$ cat src/rtl/sys_ctrl_pkg.sv
// Shared definitions for the second-generation system controller: command codes,
// FSM state encoding and the fixed register-file addresses used for ALU operands.
package sys_ctrl_pkg;

  localparam logic [7:0] CMD_WR       = 8'hAA;
  localparam logic [7:0] CMD_RD       = 8'hBB;
  localparam logic [7:0] CMD_ALU_OP   = 8'hCC;
  localparam logic [7:0] CMD_ALU_NOP  = 8'hDD;
  localparam logic [7:0] CMD_BURST_WR = 8'hEE;

  localparam int unsigned ADDR_OP_A = 0;
  localparam int unsigned ADDR_OP_B = 1;

  typedef enum logic [3:0] {
    StIdle,
    StWrAddr,
    StWrData,
    StRdAddr,
    StRdWait,
    StAluA,
    StAluB,
    StAluFun,
    StAluWait,
    StBwAddr,
    StBwCnt,
    StBwData,
    StTxSend
  } state_e;

endpackage

$ cat src/rtl/sys_ctrl_tx_ser.sv
// Result serialiser: loads up to OUT_BYTES bytes and emits them LSB first, one per cycle
// while the TX FIFO is not full; done marks the cycle the last byte is written.
module sys_ctrl_tx_ser #(
  parameter int unsigned DATA_WIDTH = 8,
  parameter int unsigned OUT_BYTES  = 2,
  localparam int unsigned ResW      = OUT_BYTES * DATA_WIDTH,
  localparam int unsigned NumW      = $clog2(OUT_BYTES + 1)
) (
  input  logic                  clk,
  input  logic                  rst,
  input  logic                  load,
  input  logic [ResW-1:0]       load_data,
  input  logic [NumW-1:0]       load_cnt,
  input  logic                  wfull,
  output logic [DATA_WIDTH-1:0] tx_data,
  output logic                  tx_vld,
  output logic                  done
);

  logic [ResW-1:0] data_q, data_d;
  logic [NumW-1:0] left_q, left_d;
  logic            active;

  assign active  = (left_q != '0);
  assign tx_vld  = active && !wfull;
  assign tx_data = active ? data_q[DATA_WIDTH-1:0] : '0;
  assign done    = tx_vld && (left_q == NumW'(1));

  always_comb begin
    data_d = data_q;
    left_d = left_q;
    if (load) begin
      data_d = load_data;
      left_d = load_cnt;
    end else if (tx_vld) begin
      // Shifting keeps the next byte in the low lane so no variable index is needed.
      data_d = data_q >> DATA_WIDTH;
      left_d = left_q - NumW'(1);
    end
  end

  always_ff @(posedge clk) begin
    if (rst) begin
      data_q <= '0;
      left_q <= '0;
    end else begin
      data_q <= data_d;
      left_q <= left_d;
    end
  end

endmodule

$ cat src/rtl/sys_ctrl_gen2.sv
// System controller: decodes framed UART commands into register-file, ALU and burst-write
// transactions, enforces a per-byte frame timeout and serialises results to the TX FIFO.
module sys_ctrl_gen2
  import sys_ctrl_pkg::*;
#(
  parameter int unsigned DATA_WIDTH     = 8,
  parameter int unsigned ADDR_WIDTH     = 4,
  parameter int unsigned FUN_WIDTH      = 4,
  parameter int unsigned TIMEOUT_CYCLES = 1024,
  parameter int unsigned OUT_BYTES      = 2
) (
  input  logic                              CLK,
  input  logic                              RST,
  input  logic [DATA_WIDTH-1:0]             RX_P_Data,
  input  logic                              RX_D_VLD,
  input  logic [DATA_WIDTH-1:0]             RdData,
  input  logic                              RdData_Valid,
  input  logic [OUT_BYTES*DATA_WIDTH-1:0]   ALU_OUT,
  input  logic                              OUT_Valid,
  input  logic                              wfull,
  output logic [ADDR_WIDTH-1:0]             Address,
  output logic                              Wr_En,
  output logic                              Rd_En,
  output logic [DATA_WIDTH-1:0]             Wr_Data,
  output logic                              ALU_EN,
  output logic [FUN_WIDTH-1:0]              ALU_FUN,
  output logic                              CLK_GATING_EN,
  output logic [DATA_WIDTH-1:0]             TX_P_Data,
  output logic                              TX_D_VLD,
  output logic                              clk_div_en,
  output logic                              frame_err
);

  localparam int unsigned ResW = OUT_BYTES * DATA_WIDTH;
  localparam int unsigned CntW = $clog2(TIMEOUT_CYCLES + 1);
  localparam int unsigned NumW = $clog2(OUT_BYTES + 1);

  state_e state_q, state_d;

  logic [CntW-1:0]       to_cnt_q, to_cnt_d;
  logic [ADDR_WIDTH-1:0] address_q, address_d;
  logic [DATA_WIDTH-1:0] wr_data_q, wr_data_d;
  logic [FUN_WIDTH-1:0]  alu_fun_q, alu_fun_d;
  logic [ADDR_WIDTH-1:0] bw_addr_q, bw_addr_d;
  logic [DATA_WIDTH-1:0] bw_cnt_q, bw_cnt_d;
  logic                  wr_en_q, wr_en_d;
  logic                  rd_en_q, rd_en_d;
  logic                  alu_en_q, alu_en_d;
  logic                  gating_q, gating_d;
  logic                  frame_err_q, frame_err_d;
  logic                  clk_div_en_q;

  logic                  cmd_known;
  logic                  rx_accept;
  logic                  rsp_event;
  logic                  counting;
  logic                  timeout_fire;
  logic                  ser_load;
  logic [ResW-1:0]       ser_data;
  logic [NumW-1:0]       ser_cnt;
  logic                  ser_done;

  assign cmd_known = (RX_P_Data == DATA_WIDTH'(CMD_WR))      ||
                     (RX_P_Data == DATA_WIDTH'(CMD_RD))      ||
                     (RX_P_Data == DATA_WIDTH'(CMD_ALU_OP))  ||
                     (RX_P_Data == DATA_WIDTH'(CMD_ALU_NOP)) ||
                     (RX_P_Data == DATA_WIDTH'(CMD_BURST_WR));

  // Bytes arriving while waiting for a response or sending are not part of a frame.
  assign rx_accept = RX_D_VLD && (state_q != StTxSend) && (state_q != StRdWait) &&
                     (state_q != StAluWait);
  assign rsp_event = ((state_q == StRdWait) && RdData_Valid) ||
                     ((state_q == StAluWait) && OUT_Valid);
  assign counting  = (state_q != StIdle) && (state_q != StTxSend);
  assign timeout_fire = counting && !rx_accept && !rsp_event &&
                        (to_cnt_q == CntW'(TIMEOUT_CYCLES - 1));

  always_ff @(posedge CLK) begin
    if (RST) begin
      state_q  <= StIdle;
      to_cnt_q <= '0;
    end else begin
      state_q  <= state_d;
      to_cnt_q <= to_cnt_d;
    end
  end

  always_comb begin
    state_d = state_q;
    unique case (state_q)
      StIdle: begin
        if (RX_D_VLD) begin
          if (RX_P_Data == DATA_WIDTH'(CMD_WR))           state_d = StWrAddr;
          else if (RX_P_Data == DATA_WIDTH'(CMD_RD))      state_d = StRdAddr;
          else if (RX_P_Data == DATA_WIDTH'(CMD_ALU_OP))  state_d = StAluA;
          else if (RX_P_Data == DATA_WIDTH'(CMD_ALU_NOP)) state_d = StAluFun;
          else if (RX_P_Data == DATA_WIDTH'(CMD_BURST_WR)) state_d = StBwAddr;
        end
      end
      StWrAddr:  if (RX_D_VLD) state_d = StWrData;
      StWrData:  if (RX_D_VLD) state_d = StIdle;
      StRdAddr:  if (RX_D_VLD) state_d = StRdWait;
      StRdWait:  if (RdData_Valid) state_d = StTxSend;
      StAluA:    if (RX_D_VLD) state_d = StAluB;
      StAluB:    if (RX_D_VLD) state_d = StAluFun;
      StAluFun:  if (RX_D_VLD) state_d = StAluWait;
      StAluWait: if (OUT_Valid) state_d = StTxSend;
      StBwAddr:  if (RX_D_VLD) state_d = StBwCnt;
      StBwCnt: begin
        if (RX_D_VLD) state_d = (RX_P_Data == '0) ? StIdle : StBwData;
      end
      StBwData:  if (RX_D_VLD && (bw_cnt_q == DATA_WIDTH'(1))) state_d = StIdle;
      StTxSend:  if (ser_done) state_d = StIdle;
      default:   state_d = StIdle;
    endcase
    if (timeout_fire) state_d = StIdle;
  end

  always_comb begin
    to_cnt_d = to_cnt_q + CntW'(1);
    if ((state_d != state_q) || rx_accept || !counting) to_cnt_d = '0;
  end

  always_comb begin
    address_d   = address_q;
    wr_data_d   = wr_data_q;
    alu_fun_d   = alu_fun_q;
    bw_addr_d   = bw_addr_q;
    bw_cnt_d    = bw_cnt_q;
    gating_d    = gating_q;
    wr_en_d     = 1'b0;
    rd_en_d     = 1'b0;
    alu_en_d    = 1'b0;
    frame_err_d = 1'b0;
    ser_load    = 1'b0;
    ser_data    = '0;
    ser_cnt     = '0;
    unique case (state_q)
      StIdle:   frame_err_d = RX_D_VLD && !cmd_known;
      StWrAddr: if (RX_D_VLD) address_d = RX_P_Data[ADDR_WIDTH-1:0];
      StWrData: begin
        if (RX_D_VLD) begin
          wr_data_d = RX_P_Data;
          wr_en_d   = 1'b1;
        end
      end
      StRdAddr: begin
        if (RX_D_VLD) begin
          address_d = RX_P_Data[ADDR_WIDTH-1:0];
          rd_en_d   = 1'b1;
        end
      end
      StRdWait: begin
        if (RdData_Valid) begin
          ser_load = 1'b1;
          ser_data = ResW'(RdData);
          ser_cnt  = NumW'(1);
        end
      end
      StAluA, StAluB: begin
        if (RX_D_VLD) begin
          address_d = (state_q == StAluA) ? ADDR_WIDTH'(ADDR_OP_A) : ADDR_WIDTH'(ADDR_OP_B);
          wr_data_d = RX_P_Data;
          wr_en_d   = 1'b1;
        end
      end
      StAluFun: begin
        if (RX_D_VLD) begin
          alu_fun_d = RX_P_Data[FUN_WIDTH-1:0];
          alu_en_d  = 1'b1;
          gating_d  = 1'b1;
        end
      end
      StAluWait: begin
        if (OUT_Valid) begin
          ser_load = 1'b1;
          ser_data = ALU_OUT;
          ser_cnt  = NumW'(OUT_BYTES);
          gating_d = 1'b0;
        end
      end
      StBwAddr: if (RX_D_VLD) bw_addr_d = RX_P_Data[ADDR_WIDTH-1:0];
      StBwCnt:  if (RX_D_VLD) bw_cnt_d = RX_P_Data;
      StBwData: begin
        if (RX_D_VLD) begin
          address_d = bw_addr_q;
          wr_data_d = RX_P_Data;
          wr_en_d   = 1'b1;
          bw_addr_d = bw_addr_q + ADDR_WIDTH'(1);
          bw_cnt_d  = bw_cnt_q - DATA_WIDTH'(1);
        end
      end
      StTxSend: frame_err_d = RX_D_VLD;
      default: ;
    endcase
    if (timeout_fire) begin
      frame_err_d = 1'b1;
      gating_d    = 1'b0;
    end
  end

  always_ff @(posedge CLK) begin
    if (RST) begin
      address_q    <= '0;
      wr_data_q    <= '0;
      alu_fun_q    <= '0;
      bw_addr_q    <= '0;
      bw_cnt_q     <= '0;
      gating_q     <= 1'b0;
      wr_en_q      <= 1'b0;
      rd_en_q      <= 1'b0;
      alu_en_q     <= 1'b0;
      frame_err_q  <= 1'b0;
      clk_div_en_q <= 1'b0;
    end else begin
      address_q    <= address_d;
      wr_data_q    <= wr_data_d;
      alu_fun_q    <= alu_fun_d;
      bw_addr_q    <= bw_addr_d;
      bw_cnt_q     <= bw_cnt_d;
      gating_q     <= gating_d;
      wr_en_q      <= wr_en_d;
      rd_en_q      <= rd_en_d;
      alu_en_q     <= alu_en_d;
      frame_err_q  <= frame_err_d;
      clk_div_en_q <= 1'b1;
    end
  end

  sys_ctrl_tx_ser #(
    .DATA_WIDTH(DATA_WIDTH),
    .OUT_BYTES (OUT_BYTES)
  ) u_tx_ser (
    .clk      (CLK),
    .rst      (RST),
    .load     (ser_load),
    .load_data(ser_data),
    .load_cnt (ser_cnt),
    .wfull    (wfull),
    .tx_data  (TX_P_Data),
    .tx_vld   (TX_D_VLD),
    .done     (ser_done)
  );

  assign Address       = address_q;
  assign Wr_En         = wr_en_q;
  assign Rd_En         = rd_en_q;
  assign Wr_Data       = wr_data_q;
  assign ALU_EN        = alu_en_q;
  assign ALU_FUN       = alu_fun_q;
  assign CLK_GATING_EN = gating_q;
  assign clk_div_en    = clk_div_en_q;
  assign frame_err     = frame_err_q;

endmodule

$ cat config.mk
export PLATFORM = sky130hd
export DESIGN_NAME = sys_ctrl_gen2
export DESIGN_NICKNAME = d
export VERILOG_FILES = /design/src/rtl/sys_ctrl_pkg.sv /design/src/rtl/sys_ctrl_tx_ser.sv /design/src/rtl/sys_ctrl_gen2.sv
export SDC_FILE = /design/constraint.sdc
export NUM_CORES = 1
export LEC_CHECK = 0
export ABC_AREA = 1
export CAP_MARGIN = 20
export CORE_MARGIN = 2
export CORE_UTILIZATION = 52
export DETAILED_ROUTE_END_ITERATION = 6
export HOLD_SLACK_MARGIN = 0.02
export MAX_ROUTING_LAYER = met4
export PLACE_DENSITY = 0.8
export REMOVE_ABC_BUFFERS = 1
export SLEW_MARGIN = 20
export SYNTH_ARGS = -nofsm -noshare
export SYNTH_HDL_FRONTEND = slang
export SYNTH_SLANG_ARGS = --single-unit
$ cat constraint.sdc
create_clock -name CLK -period 2.4 [get_ports CLK]
set_input_delay 0.24 -clock CLK [delete_from_list [all_inputs] [get_ports CLK]]
set_output_delay 0.24 -clock CLK [all_outputs]
set_load 0.01 [all_outputs]
# == After elaboration in Yosys (flattened, before gate mapping) ==
# Index checks and enable logic that the tools add are counted.
# word_totals
ff_bits,67
# classes
n_eq_ne,31
bitwise_logic,3
addsub,4
muxes,52
n_reduce_logical,48
# op_table
operator,count
2-to-1 mux 4 bit,24
one-hot mux 4 bit (13 select lines),1
2-to-1 mux 16 bit,3
"equality test 8 bit, second input constant",5
2-to-1 mux 8 bit,4
one-hot mux 16 bit (2 select lines),1
"equality test 4 bit, second input constant",5
"equality test 4 x 3 -> 1 bit, second input constant",4
one-hot mux 8 bit (2 select lines),1
OR reduction 2 bit,7
logical AND 1 bit,13
"inequality test 2 bit, second input constant",6
one-hot mux 4 bit (3 select lines),1
"adder 11 x 1 -> 11 bit, second input constant",1
"equality test 11 x 10 -> 1 bit, second input constant",1
nonzero test 2 bit,5
2-to-1 mux 1 bit,9
AND reduction 3 bit,3
"equality test 4 x 2 -> 1 bit, second input constant",2
"equality test 8 x 1 -> 1 bit, second input constant",1
logical NOT 8 bit,1
"inequality test 4 bit, second input constant",2
one-hot mux 4 bit (2 select lines),1
"subtractor 8 x 1 -> 8 bit, second input constant",1
19 further kinds,36

# == Logic depth before layout (Yosys ltp) ==
# depth
word_depth,13
mapped_depth,17
depth_no_buf,16

# == Hierarchy ==
# A second synthesis with hierarchy kept.
# hier_totals
hier_cells,576
area_unflattened_um2,3786.1
# modules_own_cells
module,n_inst,cells_each,seq_area_each_um2,area_each_um2
sys_ctrl_gen2,1,428,980.9,2834.0
sys_ctrl_tx_ser,1,148,360.3,952.2

# == Least setup slack after synthesis ==
# No wires, ideal clock.
# synth_timing
path_type,register to register
start,register u_tx_ser.left_q[0]
end,register to_cnt_q[4]
path_stages_with_launch,17
path_slack_ns,0.444
synth_period_minus_slack_ns,1.956
path_buffers,2
arrival_ns,1.839
cell_sequence,dfxtp_1 > inv_1 > ha_1 > buf_2 > nor2_2 > nand2_1 > nand2_1 > nand2_1 > nor2_1 > nand4_1 > nand2_1 > nand2_1 > nand3_1 > nor2_1 > nand2_1 > buf_6 > nor2_2
# synth_via
elab_chain_cells,10
word_cells_on_any_way,11
classes_between,eq/ne: 2; mux: 3; reduce/logical: 6
# synth_lines
element,line,text
"start, declared",sys_ctrl_tx_ser.sv:21,"logic [NumW-1:0] left_q, left_d;"
"start signal, assigned",sys_ctrl_tx_ser.sv:48,left_q <= left_d;
nonzero test 2 bit,sys_ctrl_tx_ser.sv:24,assign active = (left_q != '0);
logical AND 1 bit,sys_ctrl_tx_ser.sv:25,assign tx_vld = active && !wfull;
net TX_D_VLD,sys_ctrl_gen2.sv:29,"output logic TX_D_VLD,"
logical AND 1 bit,sys_ctrl_tx_ser.sv:27,assign done = tx_vld && (left_q == NumW'(1));
2-to-1 mux 4 bit,sys_ctrl_gen2.sv:113,StTxSend: if (ser_done) state_d = StIdle;
one-hot mux 4 bit (13 select lines),sys_ctrl_gen2.sv:90,unique case (state_q)
2-to-1 mux 4 bit,sys_ctrl_gen2.sv:116,if (timeout_fire) state_d = StIdle;
inequality test 4 bit,sys_ctrl_gen2.sv:121,if ((state_d != state_q) || rx_accept || !counting) to_cnt_d = '0;
logical OR 1 bit (2 in series),sys_ctrl_gen2.sv:121,
OR reduction 2 bit (no line),n/a,
"end signal, assigned",sys_ctrl_gen2.sv:84,to_cnt_q <= to_cnt_d;
"end, declared",sys_ctrl_gen2.sv:40,"logic [CntW-1:0] to_cnt_q, to_cnt_d;"
# The timed path passes the listed nets, and every way through them passes these cells.
# A chain may end at the register's enable or synchronous reset.

# == Worst setup path in the final report ==
# layout_timing
start,register u_tx_ser.left_q[0]
end,output port TX_D_VLD
# layout_via
elab_chain_cells,2
# layout_lines
element,line
nonzero test 2 bit,sys_ctrl_tx_ser.sv:24
logical AND 1 bit,sys_ctrl_tx_ser.sv:25
"end, declared",sys_ctrl_gen2.sv:29
# No other way between the ends.

==> impl_metrics.tcl <==
set metrics [dict create \
    outcome "finished, final reports clean" \
    fp.dieH_um 86.0 \
    p_leak_nw 1.86 \
    slowest_delay_ns 0.53 \
    synth_edf_count 0 \
    setup_viol 0 \
    fmax_mhz 457 \
    insertion_delay_ns 0.35 \
    crit_end "TX_D_VLD" \
    worstPathCellList "inv_1 -> ha_1 -> nor2_2 -> buf_4 -> clkdlybuf4s50_1" \
    via_count 3603 \
    cts_max_path_buffers 2 \
    num_rows 29 \
    fill_cells 552 \
    dp_cells 658 \
    period_share_pct 91.2 \
    async_flop_share_pct 0 \
    power_mw 2.98 \
    drt_iter0_drc 149 \
    core_um2 6420 \
    hold_violations 0 \
    portBuffers 68 \
    fin_crit_ns 2.19 \
    cp.required_ns 2.16 \
    grt_pass1_vias 3380 \
    track_usage_pct 26.9 \
    boundaryPins 69 \
    ys_types 35 \
    seq_area_frac_synth_pct 38.4 \
    layout.nets 636 \
    top_layer "met4" \
    worstPathArrival_ns 1.95 \
    max_cap_violations 0 \
    final_cell_mix "133 x nand2_1, 68 x clkdlybuf4s50_1, 67 x dfxtp_1" \
    hold_ws_ns 0.451 \
    fin_area_um2 4500 \
    layoutNonFillerInstCount 674 \
    clock-sinks 67 \
    startpoint_type "register" \
    p_per_area_nw_per_um2 662 \
    path_class "reg2out" \
    cts_buffers 9 \
    slew_headroom_pct 55.8 \
    grt_overflow_total 0 \
    synthesis.area_um2 3490 \
    initial_utilization_pct 54.4 \
    post_dp_cell_area_um2 4310 \
    clkTransAtPathRegs_ns 0.07 \
    synth-main-ff-cell "dfxtp_1" \
    wl_met1_mm 4.00 \
    drv_slew 0 \
    reg2reg_slack_ns 0.25 \
    synth_seq_cells 67 \
    crit_start "u_tx_ser.left_q[0]" \
    cts_resized 0 \
    gp_congestion 0.936 \
    wl_met3_um 426 \
    n_antenna_cell 0 \
    ys_warn_count 0 \
    dp_hpwl_mm 6.71 \
    crit_path_end_kind "primary output" \
    cp_max_fo 9 \
    hp-class "in2reg" \
    grt_max_degree 27 \
    antenna_found_initial 0 \
    reg2reg_from "state_q[3]" \
    ir_drop_mv 0.347 \
    syn_inst 515 \
    reg2reg_depth 15 \
    wl_met2_mm 4.43 \
    postRouteAntennaNets 0 \
    dp_slack_ns 0.0293 \
    drc 0 \
    setup_ws_ns 0.212 \
    holdBufCountCts 0 \
    syn2layout_area_growth_pct 29.0 \
    drive_gt1_share_pct 10.1 \
    avgSynthCellArea_um2 6.78 \
    drt_pass1_iterations 5 \
    rsz0062_at_grt "no" \
    r2r-end "to_cnt_q[9]" \
    fin_skew_ns 0.00706 \
    tritoncts "built" \
    worstHoldStart "ALU_OUT[13]" \
    worst_pin_slew_ns 0.663 \
    tns_ns 0 \
    final_util_pct 70.1 \
    grt_pass1_wl_mm 15.4 \
    design.die.area_um2 7390 \
    final_common_cell "nand2_1" \
    cts_max_level 3 \
    die_x_um 86.0 \
    cts_root_buffer "clkbuf_8" \
    wirelength_mm 9.09 \
    wl_per_cell_um 13.5 \
    via_per_inst 5.35 \
    post_cts_buffers 0 \
    crit_slowest_cell "clkdlybuf4s50_1" \
]
worst min path at each step:
stage                     slack [ns]                  end  cells after the start
after floorplan                 0.31           ALU_FUN[1]                      1
after global placement          0.42          to_cnt_q[0]                      1
after detailed placement        0.44          to_cnt_q[0]                      1
after CTS                       0.45  u_tx_ser.data_q[12]                      3
after global routing            0.47  u_tx_ser.data_q[12]                      3
final                           0.45  u_tx_ser.data_q[13]                      3
critical path: cells and delay by family (launching register included):
family | cells | cell delay, ns
buffers and inverters | 3 | 0.76
DFF | 1 | 0.35
adders and majority gates | 1 | 0.32
and+or+nand+nor | 1 | 0.17
power breakdown:
group          total, mW  switching [mW]  internal [mW]  leakage [nW]
clock              0.947           0.444          0.503        0.0991
combinational      0.769           0.455          0.314          1.22
sequential          1.27          0.0590           1.21         0.542
flip-flops by register name, summed over array words and instances, names as in the netlist:
register and count:
Rd_En 1, Wr_En 1, frame_err 1, ALU_EN 1, CLK_GATING_EN 1, ALU_FUN 4
bw_addr_q 4, clk_div_en 1, Wr_Data 8, to_cnt_q 11, u_tx_ser.data_q 16, u_tx_ser.left_q 2
Address 4, state_q 4, bw_cnt_q 8
layout make-up:
type / count / area, um^2 / area share (%)
multi-input combinational: 368 / 1840 / 40.8
clock buffer: 11 / 141 / 3.14
inverter: 66 / 250 / 5.56
tap: 77 / 96.3 / 2.14
sequential: 67 / 1340 / 29.8
clock inverter: 5 / 52.6 / 1.17
timing repair buffer: 80 / 783 / 17.4
Yosys cell counts (2+ instances only):
library cell | count | area, um^2
a21oi_1 | 37 | 185
clkbuf_1 | 10 | 37.5
nor2_4 | 2 | 22.5
xor2_1 | 5 | 43.8
nand2_4 | 3 | 33.8
nand4_1 | 5 | 31.3
a22oi_1 | 4 | 30.0
a31oi_1 | 12 | 75.1
a221oi_1 | 2 | 17.5
nand2_1 | 133 | 499
nand2_2 | 2 | 12.5
nand3_1 | 29 | 145
buf_2 | 2 | 10.0
xnor2_1 | 6 | 52.6
ha_1 | 6 | 75.1
dfxtp_1 | 67 | 1340
o21ai_0 | 35 | 175
inv_2 | 8 | 30.0
nor2_1 | 53 | 199
inv_1 | 56 | 210
nor2_2 | 15 | 93.8
o21ai_1 | 5 | 25.0
o211ai_1 | 6 | 45.0
cell families after synthesis:
logic type | share of synthesized area (%)
and+or+nand+nor | 30.7
AOI/OAI and AO/OA | 17.1
buffers and inverters | 8.96
DFF | 38.4
xor gates and xnor gates | 2.76
adders and majority gates | 2.15
metal layers:
| metal | track usage (%) | vias to the layer above |
|---|---|---|
| met2 | 44.4 | 105 |
| met4 | 11.7 | 0 |
| met1 | 32.2 | 1657 |
| li1 | - | 1821 |
| met3 | 4.62 | 20 |
| met5 | - | - |
(Power assumes the default switching activity.)
